**src/rtl/micro_alpha_veryl_uart_line_receiver.sv**
```systemverilog
// 8N1 UART receiver feeding a circular line buffer; bytes become visible only once a CR commits the line.
// Optional build macro MICRO_ALPHA_VERYL_UART_LINE_RX_LF_DROP_EN drops received 0x0A bytes before the buffer.
module micro_alpha_veryl_uart_line_receiver #(
  parameter int CLKS_PER_BIT = 868,
  parameter int DEPTH        = 16
) (
  input  logic       clk,
  input  logic       rst,
  input  logic       rxd,
  output logic [7:0] dout,
  output logic       empty,
  input  logic       re,
  output logic       line_end,
  output logic       ovf,
  output logic       ferr
);

  localparam int AW = $clog2(DEPTH);
  localparam int PW = AW + 1;
  localparam int TW = $clog2(CLKS_PER_BIT);

  localparam logic [TW-1:0] HALF_BIT = TW'(CLKS_PER_BIT / 2);
  localparam logic [TW-1:0] LAST_CLK = TW'(CLKS_PER_BIT - 1);
  localparam logic [PW-1:0] FULL_OCC = PW'(DEPTH);

  localparam logic [1:0] S_IDLE  = 2'd0;
  localparam logic [1:0] S_START = 2'd1;
  localparam logic [1:0] S_DATA  = 2'd2;
  localparam logic [1:0] S_STOP  = 2'd3;

  localparam logic [7:0] CR = 8'h0D;

  logic          rx_meta;
  logic          rxs;
  logic [1:0]    state;
  logic [TW-1:0] timer;
  logic [2:0]    bit_cnt;
  logic [7:0]    shreg;
  logic          rx_done;
  logic          rx_good;

  logic [PW-1:0] wr_ptr;
  logic [PW-1:0] cm_ptr;
  logic [PW-1:0] rd_ptr;
  logic          discard;
  logic [7:0]    mem [DEPTH];

  logic [PW-1:0] occ;
  logic          lf_drop;
  logic          good;
  logic          is_cr;
  logic          wr_en;
  logic          full_hit;

  // NOTE: clocked state is always assigned with <= so every flop samples pre-edge values.
  always_ff @(posedge clk or posedge rst) begin
    if (rst) begin
      rx_meta <= 1'b1;
      rxs     <= 1'b1;
    end else begin
      rx_meta <= rxd;
      rxs     <= rx_meta;
    end
  end

  always_ff @(posedge clk or posedge rst) begin
    if (rst) begin
      state   <= S_IDLE;
      timer   <= '0;
      bit_cnt <= '0;
      shreg   <= '0;
      rx_done <= 1'b0;
      rx_good <= 1'b0;
    end else begin
      rx_done <= 1'b0;
      case (state)
        S_IDLE: begin
          timer   <= '0;
          bit_cnt <= '0;
          if (!rxs) state <= S_START;
        end
        S_START: begin
          if (timer == HALF_BIT) begin
            timer <= '0;
            state <= rxs ? S_IDLE : S_DATA;
          end else begin
            timer <= timer + TW'(1);
          end
        end
        S_DATA: begin
          if (timer == LAST_CLK) begin
            timer   <= '0;
            shreg   <= {rxs, shreg[7:1]};
            bit_cnt <= bit_cnt + 3'd1;
            if (bit_cnt == 3'd7) state <= S_STOP;
          end else begin
            timer <= timer + TW'(1);
          end
        end
        default: begin
          if (timer == LAST_CLK) begin
            timer   <= '0;
            rx_done <= 1'b1;
            rx_good <= rxs;
            state   <= S_IDLE;
          end else begin
            timer <= timer + TW'(1);
          end
        end
      endcase
    end
  end

`ifdef MICRO_ALPHA_VERYL_UART_LINE_RX_LF_DROP_EN
  assign lf_drop = (shreg == 8'h0A);
`else
  assign lf_drop = 1'b0;
`endif

  // The full test is against rd_ptr so uncommitted bytes can never overrun committed ones.
  always_comb begin
    occ      = wr_ptr - rd_ptr;
    good     = rx_done && rx_good && !lf_drop;
    is_cr    = (shreg == CR);
    wr_en    = 1'b0;
    full_hit = 1'b0;
    if (good && !discard) begin
      if (occ < FULL_OCC) wr_en    = 1'b1;
      else                full_hit = 1'b1;
    end
  end

  always_ff @(posedge clk or posedge rst) begin
    if (rst) begin
      wr_ptr  <= '0;
      cm_ptr  <= '0;
      rd_ptr  <= '0;
      discard <= 1'b0;
      ovf     <= 1'b0;
      ferr    <= 1'b0;
    end else begin
      ovf  <= full_hit;
      ferr <= rx_done && !rx_good;
      if (wr_en) begin
        wr_ptr <= wr_ptr + PW'(1);
        if (is_cr) cm_ptr <= wr_ptr + PW'(1);
      end else if (full_hit) begin
        wr_ptr  <= cm_ptr;
        discard <= !is_cr;
      end else if (good && discard && is_cr) begin
        discard <= 1'b0;
      end
      if (re && !empty) rd_ptr <= rd_ptr + PW'(1);
    end
  end

  // NOTE: the byte store has no reset; validity is carried entirely by the pointers.
  always_ff @(posedge clk) begin
    if (wr_en) mem[wr_ptr[AW-1:0]] <= shreg;
  end

  assign empty    = (cm_ptr == rd_ptr);
  assign dout     = empty ? 8'h00 : mem[rd_ptr[AW-1:0]];
  assign line_end = !empty && (dout == CR);

endmodule

```
**config.mk**
```make
export PLATFORM = sky130hd
export DESIGN_NAME = micro_alpha_veryl_uart_line_receiver
export DESIGN_NICKNAME = d
export VERILOG_FILES = /design/src/rtl/micro_alpha_veryl_uart_line_receiver.sv
export SDC_FILE = /design/constraint.sdc
export NUM_CORES = 1
export LEC_CHECK = 0
export ABC_CLOCK_PERIOD_IN_PS = 5180
export BUFFER_PORTS_ARGS = -buffer_cell sky130_fd_sc_hd__buf_2
export CAP_MARGIN = 30
export CELL_PAD_IN_SITES_DETAIL_PLACEMENT = 1
export CELL_PAD_IN_SITES_GLOBAL_PLACEMENT = 2
export CORE_AREA = 2 2 132 134
export DETAILED_ROUTE_END_ITERATION = 10
export DIE_AREA = 0 0 134 136
export MAX_ROUTING_LAYER = met4
export PLACE_DENSITY = 0.81
export SYNTH_ARGS = -nofsm -noshare
export SYNTH_HDL_FRONTEND = slang
export SYNTH_SLANG_ARGS = --single-unit
```
**constraint.sdc**
```tcl
create_clock -name clk -period 5.18 [get_ports clk]
set_input_delay 0.518 -clock clk [delete_from_list [all_inputs] [get_ports clk]]
set_output_delay 0.518 -clock clk [all_outputs]
set_load 0.03 [all_outputs]
```
After elaboration in Yosys (flattened, before gate mapping) --
Memories as Yosys holds them, arrays and structs flattened. Index checks and enable logic that the tools add are counted.
Word-level totals: input port bits 4, output and inout bits 12, flip-flop bits (word level) 45, memory bits (writable) 128, logic and storage cells 83, memories kept 1
Operators by class: order comparisons 1, equality and inequality tests 12, reduce and logical (&&, ||, !) cells 23, add/subtract/negate cells 5, bitwise logic cells 2, multiplexer cells 25
Memory list:
- mem | words 16, width 8, rd ports 1, clocked after memory_dff 0, wr ports 1, RTL line 46 | logic [7:0] mem [DEPTH];
Operators by type and width (number):
- 10-bit two-way mux | 2
- 10-bit case mux with 2 select lines | 1
- 8-bit by 4-bit equality test with 1-bit output (second input constant) | 2
- 2-bit two-way mux | 6
- 10-bit by 1-bit adder with 10-bit output (second input constant) | 1
- 5-bit by 1-bit adder with 5-bit output (second input constant) | 2
- 10-bit equality test (second input constant) | 1
- 10-bit by 9-bit equality test with 1-bit output (second input constant) | 1
- 1-bit two-way mux | 10
- 5-bit two-way mux | 2
- 2-bit AND reduction | 5
- 8-bit two-way mux | 1
- 2-bit inequality test (second input constant) | 4
- 1-bit logical AND | 7
- 2-bit case mux with 3 select lines | 1
- 3-bit case mux with 2 select lines | 1
- 2-bit nonzero test | 3
- 5-bit equality test | 1
- 5-bit < comparator (second input constant) | 1
- 5-bit AND reduction | 1
- 5-bit subtractor | 1
- 1-bit zero test | 4
- 3-bit by 1-bit adder with 3-bit output (second input constant) | 1
- 3-bit equality test (second input constant) | 1
- other kinds (7) | 8

Depth between registers and ports, before layout --
depth after elaboration 6, gate-level depth with buffers 9, depth with buffers taken out 7

Worst setup path after synthesis --
Ideal clock, no wire load.
path type register to register, from register rd_ptr[1], to memory mem[0][0], enable pin, cell stages (with the launch flop) 10, required time 4.800 ns, arrival 2.467 ns, library setup time 0.380 ns, setup slack 2.333 ns, period minus slack after synthesis 2.847 ns, path buffers 2, cell sequence dfrtp_1 > buf_2 > buf_2 > inv_1 > ha_1 > a21oi_1 > o21ai_2 > xor2_4 > nand2_2 > nor4b_2
On the way: cells in the longest elaborated chain, start to end 6
Ends and longest elaborated chain:
- start, declared | RTL line 44 | logic [PW-1:0] rd_ptr;
- start signal, assigned | RTL line 153 | if (re && !empty) rd_ptr <= rd_ptr + PW'(1);
- 5-bit subtractor | RTL line 122 | occ = wr_ptr - rd_ptr;
- 5-bit < comparator | RTL line 128 | if (occ < FULL_OCC) wr_en = 1'b1;
- 1-bit two-way mux | RTL line 128
- 1-bit two-way mux | RTL line 127 | if (good && !discard) begin
- 1-bit two-way mux | RTL line 159 | if (wr_en) mem[wr_ptr[AW-1:0]] <= shreg;
- 1-bit two-way mux (implied by the code) | RTL line 159
- end, declared | RTL line 46
Every way passes these cells.

Final worst setup path --
from register rd_ptr[0], to output port line_end
On the way: cells in the longest elaborated chain, start to end 4, elaborated cells between the ends (all ways) 6, classes of those cells eq/ne (2); mux (1); reduce/logical (2); memory (1)
Ends and longest elaborated chain:
- memory read 16 x 8 bit / 5-bit equality test (equally long branches)
- 8-bit two-way mux | RTL line 163 | assign dout = empty ? 8'h00 : mem[rd_ptr[AW-1:0]];
- 8-bit by 4-bit equality test with 1-bit output | RTL line 164 | assign line_end = !empty && (dout == CR);
- 1-bit logical AND (*) | RTL line 164
- end, declared | RTL line 13 | output logic line_end,
Every way passes the cells marked *; elsewhere a longest branch is shown, timed or not.

==> results.txt <==
The run finished with clean final reports. The routability congestion estimate from global placement came out at 0.7901. The clock edge transition at the registers on the reported setup and hold paths is 0.06 ns. The number of standard cells after synthesis came out at 446. The layout has 1607 filler cells. The number of nets produced by synthesis came out at 462. The number of input and output port buffers inserted came out at 15.

The die span in x came out at 134 um. The number of placed instances with taps included came out at 672. The net switching share of the total power is 29.76%. The count of state elements after synthesis is 173.

The maximum number of pins on one net before global-route repair came out at 39. The H-tree was split into 4 levels. The number of maximum-capacitance constraint violations is 0. Sequential cells account for 44.9% of the total power.

The initial antenna violation count came to 0. The multi-input logic area is 2243 um^2. The routed layout has 3876 vias. In the final layout, flip-flops and latches occupy 4974 um^2. By area the synthesized netlist is led by sky130_fd_sc_hd__edfxtp_1, sky130_fd_sc_hd__dfrtp_1, sky130_fd_sc_hd__mux4_2. The cell sitting at the root of the clock tree is a sky130_fd_sc_hd__clkbuf_16. The register area share after synthesis is 67.41%. The headroom to the max-slew limit is 36.56%.

The count of hold-fix buffers inserted at cts came out at 0. The final count of negative-setup-slack endpoints is 0. The violation count after the first detailed-route iteration came out at 314. Synthesis instantiated 51 different standard cells from the library. The cell accounting for the most synthesized area is sky130_fd_sc_hd__edfxtp_1. The share of the clock period used by the worst path came out at 70.81%.

The number of top-level pins came out at 16. The library cell used most frequently in the layout, excluding fill and tap cells, is sky130_fd_sc_hd__edfxtp_1. The effective utilization at floorplan is 43.71%. Leaving out fill and tap cells, the most frequent cells in the layout are sky130_fd_sc_hd__edfxtp_1, sky130_fd_sc_hd__dfrtp_1, sky130_fd_sc_hd__nor2_1, sky130_fd_sc_hd__mux4_2, sky130_fd_sc_hd__nand2_1.

The worst setup path is of the reg -> out kind. The via density per instance is 5.506. The total routing resource utilization after global routing is 19.87%. The number of flops mapped to enable cells by yosys came out at 128. For this run, design rule violations remaining after detail routing come to 0. The global-route congestion overflow total came out at 0. For this design the static power due to leakage is 0.002636 uW. The measured slew at the worst slew-check pin is 0.9491 ns.

The maximum ir drop on the vdd rail came out at 0.2761 mV. The detailed-router iteration count before antenna repair is 4. The number of global-route vias before repair came out at 4173. The post-layout instance count excluding filler cells is 704. The area fraction of the dominant cell type after synthesis came out at 52.11%. For this run, asynchronously set or reset flops after synthesis account for 26.01%. In this run the power spent charging and discharging nets is 1039 uW.

The mean post-synth cell area is 16.54 um^2. The die area came out at 18220 um^2. The clock group share of total power is 33.5%. The number of gates resized after cts is 0. The proportion of layout cells with a drive suffix above 1 came out at 24.43%. The min-delay analysis places its worst path in the category in -> async. During synthesis, Yosys emitted a total of 0 warnings. The number of antenna diodes is 0. The total CTS buffers is 17.

Hold timing on the final database bottoms out at a slack of 0.1081 ns. The total chip power is 3491 uW. The endpoint class of the critical path is an output pin. The layout net count is 482. The total area inside the core boundary comes to 16880 um^2. Setup repair after global routing left no endpoint under its margin.

The maximum net fanout on the critical path is 24. The remaining antenna violation count is 0. The post-CTS setup-driven buffer insertion count is 0. The cell area after synthesis is 7376 um^2.

The fraction of power consumed by combinational cells is 21.6%. The highest clock rate is 272.6 MHz. The power density over the cells came out at 425.4 nW/um^2. The final number of max-transition violations was 0. Across the routed clock network, the largest skew measured is 0.01245 ns. The overall routed net length is 16210 um. The TritonCTS sink count came out at 173. The clock period minus worst slack is 3.668 ns. The clock insertion delay at the later pin of the skew report came out at 0.43 ns. TritonCTS built the clock tree. The area growth from synthesis to final layout is 11.25%.

The internal cell power came out at 2452 uW. The placement row count came out at 48. The type of origin of the critical path is a register. In this run the deepest clock path goes through 2 buffers. The count of endpoints failing hold in the final timing report is 0.

The global-route wire length before repair is 25530 um. The critical path arrival is 3.15 ns. After legalization and detailed placement, the total HPWL measured 10790 um. The top flip-flop cell by instance count after synthesis is sky130_fd_sc_hd__edfxtp_1.

The critical path data required time came out at 4.66 ns. The post-route setup TNS came out at 0 ns. The routed wire length per instance is 23.03 um. The final standard cell utilization of the core is 48.62%. The chip height is 136 um.
[cell usage after synthesis, types with 2 or more instances]
cell type                  number
sky130_fd_sc_hd__a211oi_1       2
sky130_fd_sc_hd__a21oi_1       10
sky130_fd_sc_hd__a221oi_1       2
sky130_fd_sc_hd__a221oi_2       2
sky130_fd_sc_hd__a22o_1         4
sky130_fd_sc_hd__a22oi_1        3
sky130_fd_sc_hd__and2_1        11
sky130_fd_sc_hd__buf_2          4
sky130_fd_sc_hd__buf_4          3
sky130_fd_sc_hd__buf_6          2
sky130_fd_sc_hd__clkbuf_1       8
sky130_fd_sc_hd__dfrtp_1       43
sky130_fd_sc_hd__dfstp_2        2
sky130_fd_sc_hd__edfxtp_1     128
sky130_fd_sc_hd__ha_1          12
sky130_fd_sc_hd__inv_1         12
sky130_fd_sc_hd__mux2_2        17
sky130_fd_sc_hd__mux2i_1        9
sky130_fd_sc_hd__mux4_2        31
sky130_fd_sc_hd__nand2_1       28
sky130_fd_sc_hd__nand2b_1       2
sky130_fd_sc_hd__nand3_1       10
sky130_fd_sc_hd__nand4_1        4
sky130_fd_sc_hd__nor2_1        31
sky130_fd_sc_hd__nor2b_1        5
sky130_fd_sc_hd__nor3_1         4
sky130_fd_sc_hd__nor4_1         5
sky130_fd_sc_hd__nor4b_2        4
sky130_fd_sc_hd__o21ai_0        5
sky130_fd_sc_hd__o22ai_1        3
sky130_fd_sc_hd__xnor2_1       13
sky130_fd_sc_hd__xor2_1         7
sky130_fd_sc_hd__xor2_4         2
[final timing paths]
| kind | from | to | slack [ns] | cells after the start |
|---|---|---|---|---|
| max | rd_ptr[0] | line_end | 1.51 | 7 |
| min reg2reg | rx_meta | rxs | 0.36 | 0 |
| min in group clk | rxd | rx_meta | 0.19 | 1 |
| min | rst | cm_ptr[4] | 0.11 | 2 |
| max in group asynchronous | rst | rxs | 4.50 | 3 |
| max reg2reg | rd_ptr[2] | mem[0][3] | 1.71 | 7 |
[through the flow]
step	setup slack (ns)	cell area, um^2
6_report	1.512	8205
5_1_grt	1.313	8205
4_1_cts	1.455	8205
3_5_place_dp	1.674	7661
2_1_floorplan	2.333	7376
3_3_place_gp	1.929	7641
[power by group through the flow]
stage | Clock (uW) | Sequential (uW) | Combinational (uW)
after floorplan | 0 | 1540 | 663
after global placement | 0 | 1590 | 740
after detailed placement | 0 | 1600 | 761
after CTS | 1190 | 1570 | 766
after global routing | 1250 | 1580 | 817
final | 1170 | 1570 | 754
[logic make-up after synthesis]
kind of cell	count (synthesis)	synth area share (%)
flops	173	67.41
xor+xnor	23	3.342
fa+ha+maj	12	2.036
mux	57	13.28
simple gates	113	8.092
compound gates	38	3.664
buf+inv	30	2.171
[sequential cells by signal, summed over array words and instances (netlist names), 2 cells and up]
signal and cells:
cm_ptr 5, shreg 8, timer 10, bit_cnt 3, state 2, mem 128, rd_ptr 5, wr_ptr 5
[layout make-up]
cell class | instances | area share, %
tap | 225 | 3.431
timing repair buffer | 19 | 1.433
multi-input combinational | 243 | 27.34
clock inverter | 6 | 0.4422
sequential | 173 | 60.61
clock buffer | 26 | 6.191
inverter | 12 | 0.5489
[metal layers]
metal  vias up  track usage, %  share of wire (%)
met2        78           32.22                 51
met4         0           6.442                1.7
met1      2041           24.98                 43
met3        17           4.586                4.4
li1       1740               -                  -
met5         -               -                  0
[critical path: stages (launching register included)]
cell and delay (ns):
sky130_fd_sc_hd__dfrtp_2 0.66, sky130_fd_sc_hd__buf_4 0.50, sky130_fd_sc_hd__mux4_2 0.58, sky130_fd_sc_hd__a22o_1 0.26
sky130_fd_sc_hd__a221oi_2 0.25, sky130_fd_sc_hd__nand3_1 0.14, sky130_fd_sc_hd__nor3_2 0.11, sky130_fd_sc_hd__buf_2 0.21
Power figures use the tool's default switching activity.
